`src/rtl/tma_perf_counters.sv`:
```
// Top-down performance counters: per-slot issue/frontend/backend/flush-recovery
// classification with saturating live counters, snapshot shadows and a registered read port.
module tma_perf_counters #(
   parameter int SLOTS     = 2,
   parameter int RET_W     = 2,
   parameter int CNT_W     = 48,
   parameter int RECOV_CYC = 4
) (
   input  logic             clk,
   input  logic             rst,
   input  logic             en_i,
   input  logic             clear_i,
   input  logic             snap_i,
   input  logic             halt_i,
   input  logic [SLOTS-1:0] dec_vld_i,
   input  logic             be_stall_i,
   input  logic             flush_i,
   input  logic [RET_W-1:0] ret_vld_i,
   input  logic [2:0]       rd_sel_i,
   output logic [CNT_W-1:0] rd_data_o,
   output logic             ovf_o,
   output logic [1:0]       state_o
);

   typedef enum logic [1:0] {
      IDLE   = 2'b00,
      RUN    = 2'b01,
      HALTED = 2'b10
   } state_t;

   localparam int N_CNT   = 7;
   localparam int C_TOTAL = 0;
   localparam int C_INSTR = 1;
   localparam int C_RET   = 2;
   localparam int C_FE    = 3;
   localparam int C_BE    = 4;
   localparam int C_FR    = 5;
   localparam int C_CYC   = 6;

   localparam logic [CNT_W-1:0] CNT_MAX = '1;

   function automatic logic [CNT_W-1:0] sat_add(input logic [CNT_W-1:0] a,
                                                input logic [3:0]       inc);
      logic [CNT_W:0] sum;
      sum = {1'b0, a} + {{(CNT_W-3){1'b0}}, inc};
      return sum[CNT_W] ? CNT_MAX : sum[CNT_W-1:0];
   endfunction

   state_t           state_q, state_d;
   logic [3:0]       timer_q;
   logic             counting;
   logic             recov;
   logic             sat_any;
   logic [3:0]       inc      [N_CNT];
   logic [CNT_W-1:0] live_q   [N_CNT];
   logic [CNT_W-1:0] live_nxt [N_CNT];
   logic [CNT_W-1:0] shadow_q [N_CNT];
   logic [CNT_W-1:0] bad_spec;
   logic [CNT_W-1:0] rd_mux;

   always_ff @(posedge clk) begin
      if (rst) state_q <= IDLE;
      else     state_q <= state_d;
   end

   always_comb begin
      state_d = state_q;
      case (state_q)
         IDLE:    if (en_i) state_d = RUN;
         RUN: begin
            if (halt_i)     state_d = HALTED;
            else if (!en_i) state_d = IDLE;
         end
         HALTED:  if (clear_i) state_d = IDLE;
         default: state_d = IDLE;
      endcase
   end

   assign state_o = state_q;

   // Slot classification; a flush cycle or a live recovery window outranks backend stall for empty slots.
   always_comb begin
      counting = (state_q == RUN);
      recov    = flush_i || (timer_q != 4'd0);
      for (int i = 0; i < N_CNT; i++) inc[i] = 4'd0;
      inc[C_TOTAL] = 4'(SLOTS);
      inc[C_CYC]   = 4'd1;
      for (int s = 0; s < SLOTS; s++) begin
         if (dec_vld_i[s]) begin
            if (be_stall_i) inc[C_BE]    = inc[C_BE] + 4'd1;
            else            inc[C_INSTR] = inc[C_INSTR] + 4'd1;
         end else if (recov) begin
            inc[C_FR] = inc[C_FR] + 4'd1;
         end else if (be_stall_i) begin
            inc[C_BE] = inc[C_BE] + 4'd1;
         end else begin
            inc[C_FE] = inc[C_FE] + 4'd1;
         end
      end
      for (int r = 0; r < RET_W; r++) begin
         if (ret_vld_i[r]) inc[C_RET] = inc[C_RET] + 4'd1;
      end
   end

   always_comb begin
      sat_any = 1'b0;
      for (int i = 0; i < N_CNT; i++) begin
         live_nxt[i] = counting ? sat_add(live_q[i], inc[i]) : live_q[i];
         if (counting && (live_nxt[i] == CNT_MAX)) sat_any = 1'b1;
      end
   end

   // Shadows take the post-increment value, so snap with clear sees the pre-clear total.
   always_ff @(posedge clk) begin
      if (rst) begin
         for (int i = 0; i < N_CNT; i++) begin
            live_q[i]   <= '0;
            shadow_q[i] <= '0;
         end
         ovf_o   <= 1'b0;
         timer_q <= 4'd0;
      end else begin
         for (int i = 0; i < N_CNT; i++) begin
            live_q[i] <= clear_i ? '0 : live_nxt[i];
            if (snap_i) shadow_q[i] <= live_nxt[i];
         end
         if (clear_i)      ovf_o <= 1'b0;
         else if (sat_any) ovf_o <= 1'b1;
         if (clear_i)                timer_q <= 4'd0;
         else if (flush_i)           timer_q <= 4'(RECOV_CYC);
         else if (timer_q != 4'd0)   timer_q <= timer_q - 4'd1;
      end
   end

   assign bad_spec = (shadow_q[C_INSTR] > shadow_q[C_RET]) ?
                     (shadow_q[C_INSTR] - shadow_q[C_RET]) : '0;

   always_comb begin
      rd_mux = '0;
      case (rd_sel_i)
         3'd0: rd_mux = shadow_q[C_TOTAL];
         3'd1: rd_mux = shadow_q[C_INSTR];
         3'd2: rd_mux = shadow_q[C_RET];
         3'd3: rd_mux = shadow_q[C_FE];
         3'd4: rd_mux = shadow_q[C_BE];
         3'd5: rd_mux = shadow_q[C_FR];
         3'd6: rd_mux = bad_spec;
         3'd7: rd_mux = shadow_q[C_CYC];
      endcase
   end

   always_ff @(posedge clk) begin
      if (rst) rd_data_o <= '0;
      else     rd_data_o <= rd_mux;
   end

endmodule
```
`config.mk`:
```
export PLATFORM = sky130hd
export DESIGN_NAME = tma_perf_counters
export DESIGN_NICKNAME = d
export VERILOG_FILES = /design/src/rtl/tma_perf_counters.sv
export SDC_FILE = /design/constraint.sdc
export NUM_CORES = 2
export LEC_CHECK = 0
export BUFFER_PORTS_ARGS = -buffer_cell sky130_fd_sc_hd__buf_2
export CAP_MARGIN = 20
export CORE_MARGIN = 5
export CORE_UTILIZATION = 57
export CTS_CLUSTER_SIZE = 8
export DETAILED_ROUTE_END_ITERATION = 8
export GPL_ROUTABILITY_DRIVEN = 0
export PLACE_DENSITY = 0.76
export SLEW_MARGIN = 5
export SYNTH_ARGS = -nofsm -noshare
export SYNTH_HDL_FRONTEND = slang
export SYNTH_SLANG_ARGS = --single-unit
```
`constraint.sdc`:
```
create_clock -name clk -period 4.9 [get_ports clk]
set_input_delay 0.245 -clock clk [delete_from_list [all_inputs] [get_ports clk]]
set_output_delay 0.245 -clock clk [all_outputs]
set_load 0.05 [all_outputs]
```
Word level (Yosys, flattened, before mapping)
Memory sizes are Yosys's and may differ from the RTL's. Cells that the tools add are included.

$add $sub $neg: 14. Reductions and logical operators: 15. Bitwise operators: 14. $lt $le $gt $ge: 1. Muxes and demuxes: 76. Eq/ne operators: 19.

Operators with widths (number): $mux W48 (36); $pmux W48 S8 (1); $eq A48 B48 Y1 const B (7); $add A48 B4 Y49 (5); $mux W4 (13); $add A48 B1 Y49 const B (1); $add A48 B2 Y49 const B (1); $gt A48 B48 Y1 (1); $sub A48 B48 Y48 (1); $add A4 B1 Y4 const B (5); $mux W1 (17); $mux W8 (2); $or A1 B1 Y1 (14); $eq A3 B3 Y1 const B (4); $mux W2 (4); $logic_and A1 B1 Y1 (7); $eq A3 B2 Y1 const B (2); $mux W3 (2); $pmux W2 S3 (1); $ne A2 B2 Y1 const B (2); $reduce_bool A4 Y1 (1); $sub A4 B1 Y4 const B (1); $eq A3 B1 Y1 const B (1); $logic_not A3 Y1 (1); 9 further kinds (9).

Word-level logic and storage cells: 146. RAM bits: 672. Flip-flop bits (word level): 55. Memories kept: 2.

Memories: live_q (words 7, width 48, rd ports 7, clocked after memory_dff 0, write ports 7, RTL line 55) `logic [CNT_W-1:0] live_q [N_CNT];`; shadow_q (words 7, width 48, rd ports 7, clocked after memory_dff 0, write ports 7, RTL line 57) `logic [CNT_W-1:0] shadow_q [N_CNT];`.

Depth between registers and ports, before layout
Word-level depth: 17. Depth in mapped cells: 23.

Worst setup path after synthesis
No wires, ideal clock.

Kind: input to register. Start point: in rst. End point: mem shadow_q[0][0], enable pin. Slack: -245 ps. Path buffers: 1. Cell stages on the path: 2. Arrival: 4586 ps. Cell sequence: clkbuf_1 or2_2.

RTL lines: start: declaration (RTL line 10) `input logic rst,`; end: declaration (RTL line 57).

Final worst setup path
Start point: reg timer_q[0]. End point: reg ovf_o.

Longest elaborated chain between the ends: 17.

RTL lines: start: declaration (RTL line 50) `logic [3:0] timer_q;`; start signal: assignment (RTL line 130) `else if (flush_i) timer_q <= 4'(RECOV_CYC);`; start signal: assignment (RTL line 131) `else if (timer_q != 4'd0) timer_q <= timer_q - 4'd1;`; $reduce_bool A4 Y1 * (RTL line 84) `recov = flush_i || (timer_q != 4'd0);`; $logic_or A1 B1 Y1 * (RTL line 84); $mux W8 (RTL line 92) `end else if (recov) begin`; $mux W4 (RTL line 89) `if (dec_vld_i[s]) begin`; $add A4 B1 Y4 (RTL line 97) `inc[C_FE] = inc[C_FE] + 4'd1;`; $mux W4 (RTL line 94) `end else if (be_stall_i) begin`; $mux W8 (RTL line 92); $mux W4 (RTL line 89); $add A48 B4 Y49 (RTL line 45) `sum = {1'b0, a} + {{(CNT_W-3){1'b0}}, inc};`; $mux W48 (RTL line 46) `return sum[CNT_W] ? CNT_MAX : sum[CNT_W-1:0];`; $mux W48 (RTL line 108) `live_nxt[i] = counting ? sat_add(live_q[i], inc[i]) : live_q[i];`; $eq A48 B48 Y1 (RTL line 109) `if (counting && (live_nxt[i] == CNT_MAX)) sat_any = 1'b1;`; $logic_and A1 B1 Y1 (RTL line 109); $mux W1 (2 in series) (RTL line 109); $mux W1 * (2 in series) (RTL line 109); end signal: assignment (RTL line 120) `ovf_o <= 1'b0;`; end signal: assignment (RTL line 127) `if (clear_i) ovf_o <= 1'b0;`; end signal: assignment (RTL line 128) `else if (sat_any) ovf_o <= 1'b1;`; end: declaration (RTL line 21) `output logic ovf_o,`.

Every way passes the cells marked *; elsewhere a longest branch is shown, timed or not. A chain may end at the register's enable or synchronous reset.

==> results.yml <==
outcome:
  outcome: "complete, no violations"
global_routing:
  grt_pass1_wl_mm: 183
  grt_max_degree: 121
  grt.overflow.total: 0
  first_global_vias: 30400
  antenna_found_initial: 3
  grt.total_usage: 0.333
sta:
  fin_crit_ns: 4.72
  period_share: 0.963
  worst_pin_slew_ns: 1.01
  fmax_ghz: 0.212
  fin_setup_tns_ns: 0
  maxSlewHeadroom: 0.326
  hold_viol: 0
  skew_ns: 0.0276
  final-setup-viol-count: 0
  drv_slew: 0
  hold-worst-slack_ns: 0.0323
  setup_ws_ns: 0.181
floorplan:
  fp.coreArea_mm2: 0.0646
  die_x_um: 266
  placementRows: 93
  dieArea_mm2: 0.0705
  start_util: 0.577
  io_pins: 66
  die_height_um: 266
pwr:
  p_leak_nw: 15.3
  peakVddDrop_mv: 0.270
  powerDensity_mw_per_mm2: 341
  power_mw: 14.4
critical_path:
  cp.arrival_ns: 5.30
  crit_fanout: 6
  worst_setup_path_start_kind: "flop"
  path_class: "flop to flop"
  cp.required_ns: 5.48
  r2r_cells: 26
  endpoint_kind: "flop"
yosys:
  synthDominantCellAreaShare: 0.271
  syn-num-nets: 4264
  ys_warn_count: 0
  synth-edff-count: 336
  synthArstFlopShare: 0
  syn_area_per_cell_um2: 8.91
  ys.flop_type: "dfxtp_1"
  synthTopCellsByArea: "edfxtp_1, dfxtp_1, nor2_1"
  yosysSeqAreaShare: 0.481
  synth_cells: 4179
  ys_seq_elements: 727
  synth_cell_types: 84
  yosys.area.top_type: "edfxtp_1"
  syn_area_mm2: 0.0372
drt:
  drt_first_pass_iters: 7
  drt_wl_total_mm: 122
  drt_iter0_drc: 4683
  routedWlPerCell_um: 23.4
  viasPerCell: 6.41
  final_antenna_net_count: 0
  drc: 0
  dr_total_vias: 33500
placed_design:
  port_buffers: 65
  dp_hpwl_mm: 89.0
  pre_cts_ws_ns: -0.144
  dpl_cell_area_mm2: 0.0389
layout:
  synthToLayoutAreaGrowth_pct: 13.5
  final_nets: 4363
  drive_gt1_frac: 0.0947
  final_common_cell: "nor2_1"
  final_area_mm2: 0.0423
  filler_cell_count: 5135
  layout_common_cells: "nor2_1, dfxtp_1, edfxtp_1, a21oi_1, nand2_1"
cts:
  cts-buffers-inserted: 101
  clk_latency_ns: 0.66
  clockBufferDepth: 3
  cts-root-buf: "clkbuf_16"
  cts_tree: "built"
  clk_pin_slew_ns: 0.05
  htree_levels: 3
  clock-sinks: 727
job:
  cap_viol_max_count: 0
worst_hold_path:
  hold_class: "input port to flop"
  hold_depth: 2
## cells in the mapped netlist (all sizes together), types with 11 or more instances
master	instances
nor2b	20
clkbuf	188
nor2	898
o21ai	142
and3	80
buf	26
o21a	11
and4	28
or3	25
nor4	58
nand2b	14
and2	26
a22oi	15
nor3	130
nand3b	13
o221ai	22
mux2i	83
a211oi	20
xor2	117
nand4	114
xnor2	170
o22ai	26
ha	64
a221oi	27
mux2	16
a21oi	325
dfxtp	391
inv	101
a21o	32
or4	14
or2	16
edfxtp	336
nand2	274
a31oi	27
a22o	12
nand3	190
a21boi	12
## cells by family (layout without fill, tap and decap cells)
| logic type | Yosys count | in the layout | synth area share |
|---|---|---|---|
| AOI/OAI and AO/OA | 746 | 746 | 0.122 |
| xor gates and xnor gates | 287 | 287 | 0.0675 |
| adders and majority gates | 70 | 70 | 0.0247 |
| buffers and inverters | 316 | 498 | 0.0324 |
| DFF | 727 | 727 | 0.481 |
| muxes | 101 | 101 | 0.0284 |
| other | 0 | 2 | 0 |
| and+or+nand+nor | 1932 | 1932 | 0.244 |
## worst max-delay path, stage by stage, from the launching register on
cell	delay, ns
dfxtp_2	0.32
inv_1	0.06
ha_2	0.17
inv_1	0.05
or3_4	0.42
nor4_4	0.15
ha_1	0.16
mux2i_1	0.07
nor3_2	0.18
buf_4	0.18
ha_4	0.14
inv_1	0.05
fa_2	0.41
nor3b_4	0.22
nand4_1	0.13
buf_6	0.17
buf_4	0.16
nor2_4	0.12
buf_6	0.11
nand3_2	0.09
xnor2_2	0.19
a21oi_1	0.08
nor2_1	0.18
nand4b_1	0.17
a2111oi_4	0.36
a22oi_1	0.13
a31oi_1	0.16
## per-layer routing
layer,vias to the layer above,global-route usage,wire length [um],part of all wire
met5,-,0,14,0.00011
met4,2,0.162,7980,0.065
met3,421,0.0754,15000,0.12
met2,2149,0.504,52700,0.43
met1,15800,0.455,46400,0.38
li1,15100,-,-,-
## what timing repair did
| action | in CTS | in global routing |
|---|---|---|
| gates cloned | 0 | 0 |
| pin swaps | 3 | 28 |
| hold buffers | 6 | 0 |
| endpoints found under the setup margin | 1 | 1 |
| endpoints found under the hold margin | 6 | 0 |
| buffers inserted | 2 | 5 |
| gates resized for setup | 2 | 51 |
## worst paths after layout
path	start	to	slack, ns
min	rst	shadow_q[6][40]$_SDFFCE_PP0P_	0.03
min reg2reg	timer_q[3]$_SDFFE_PP0P_	timer_q[2]$_SDFFE_PP0P_	0.52
max reg2reg	timer_q[0]$_SDFFE_PP0P_	ovf_o$_SDFFE_PP0P_	0.18
max	timer_q[0]$_SDFFE_PP0P_	ovf_o$_SDFFE_PP0P_	0.18
## cell type report
class / instances / area (um^2) / share of cell area
Antenna cell: 2 / 5.00 / 0.000118
Multi-Input combinational cell: 3136 / 18400 / 0.435
Timing Repair Buffer: 210 / 1560 / 0.0369
Tap cell: 855 / 1070 / 0.0253
Clock buffer: 181 / 2860 / 0.0676
Sequential cell: 727 / 17900 / 0.424
Inverter: 102 / 383 / 0.00906
Clock inverter: 5 / 62.6 / 0.00148
## flip-flops by register name, indices dropped and copies added, names as in the netlist
register,flops
live_q,336
ovf_o,1
rd_data_o,48
shadow_q,336
state_o,2
timer_q,4
## power by group
group | leakage, nW | total (mW) | internal [mW] | switching (mW)
clock | 1.39 | 6.51 | 3.90 | 2.62
sequential | 6.85 | 6.66 | 6.52 | 0.145
combinational | 7.04 | 1.22 | 0.373 | 0.845
total | 15.3 | 14.4 | 10.8 | 3.61
## per-stage QoR
step / instances / utilization
2_1_floorplan: 4179 / -
3_3_place_gp: 5016 / 0.603
3_5_place_dp: 5016 / 0.603
4_1_cts: 5210 / 0.649
5_1_grt: 5216 / 0.654
6_report: 5218 / 0.655
Power figures use the tool's default switching activity.
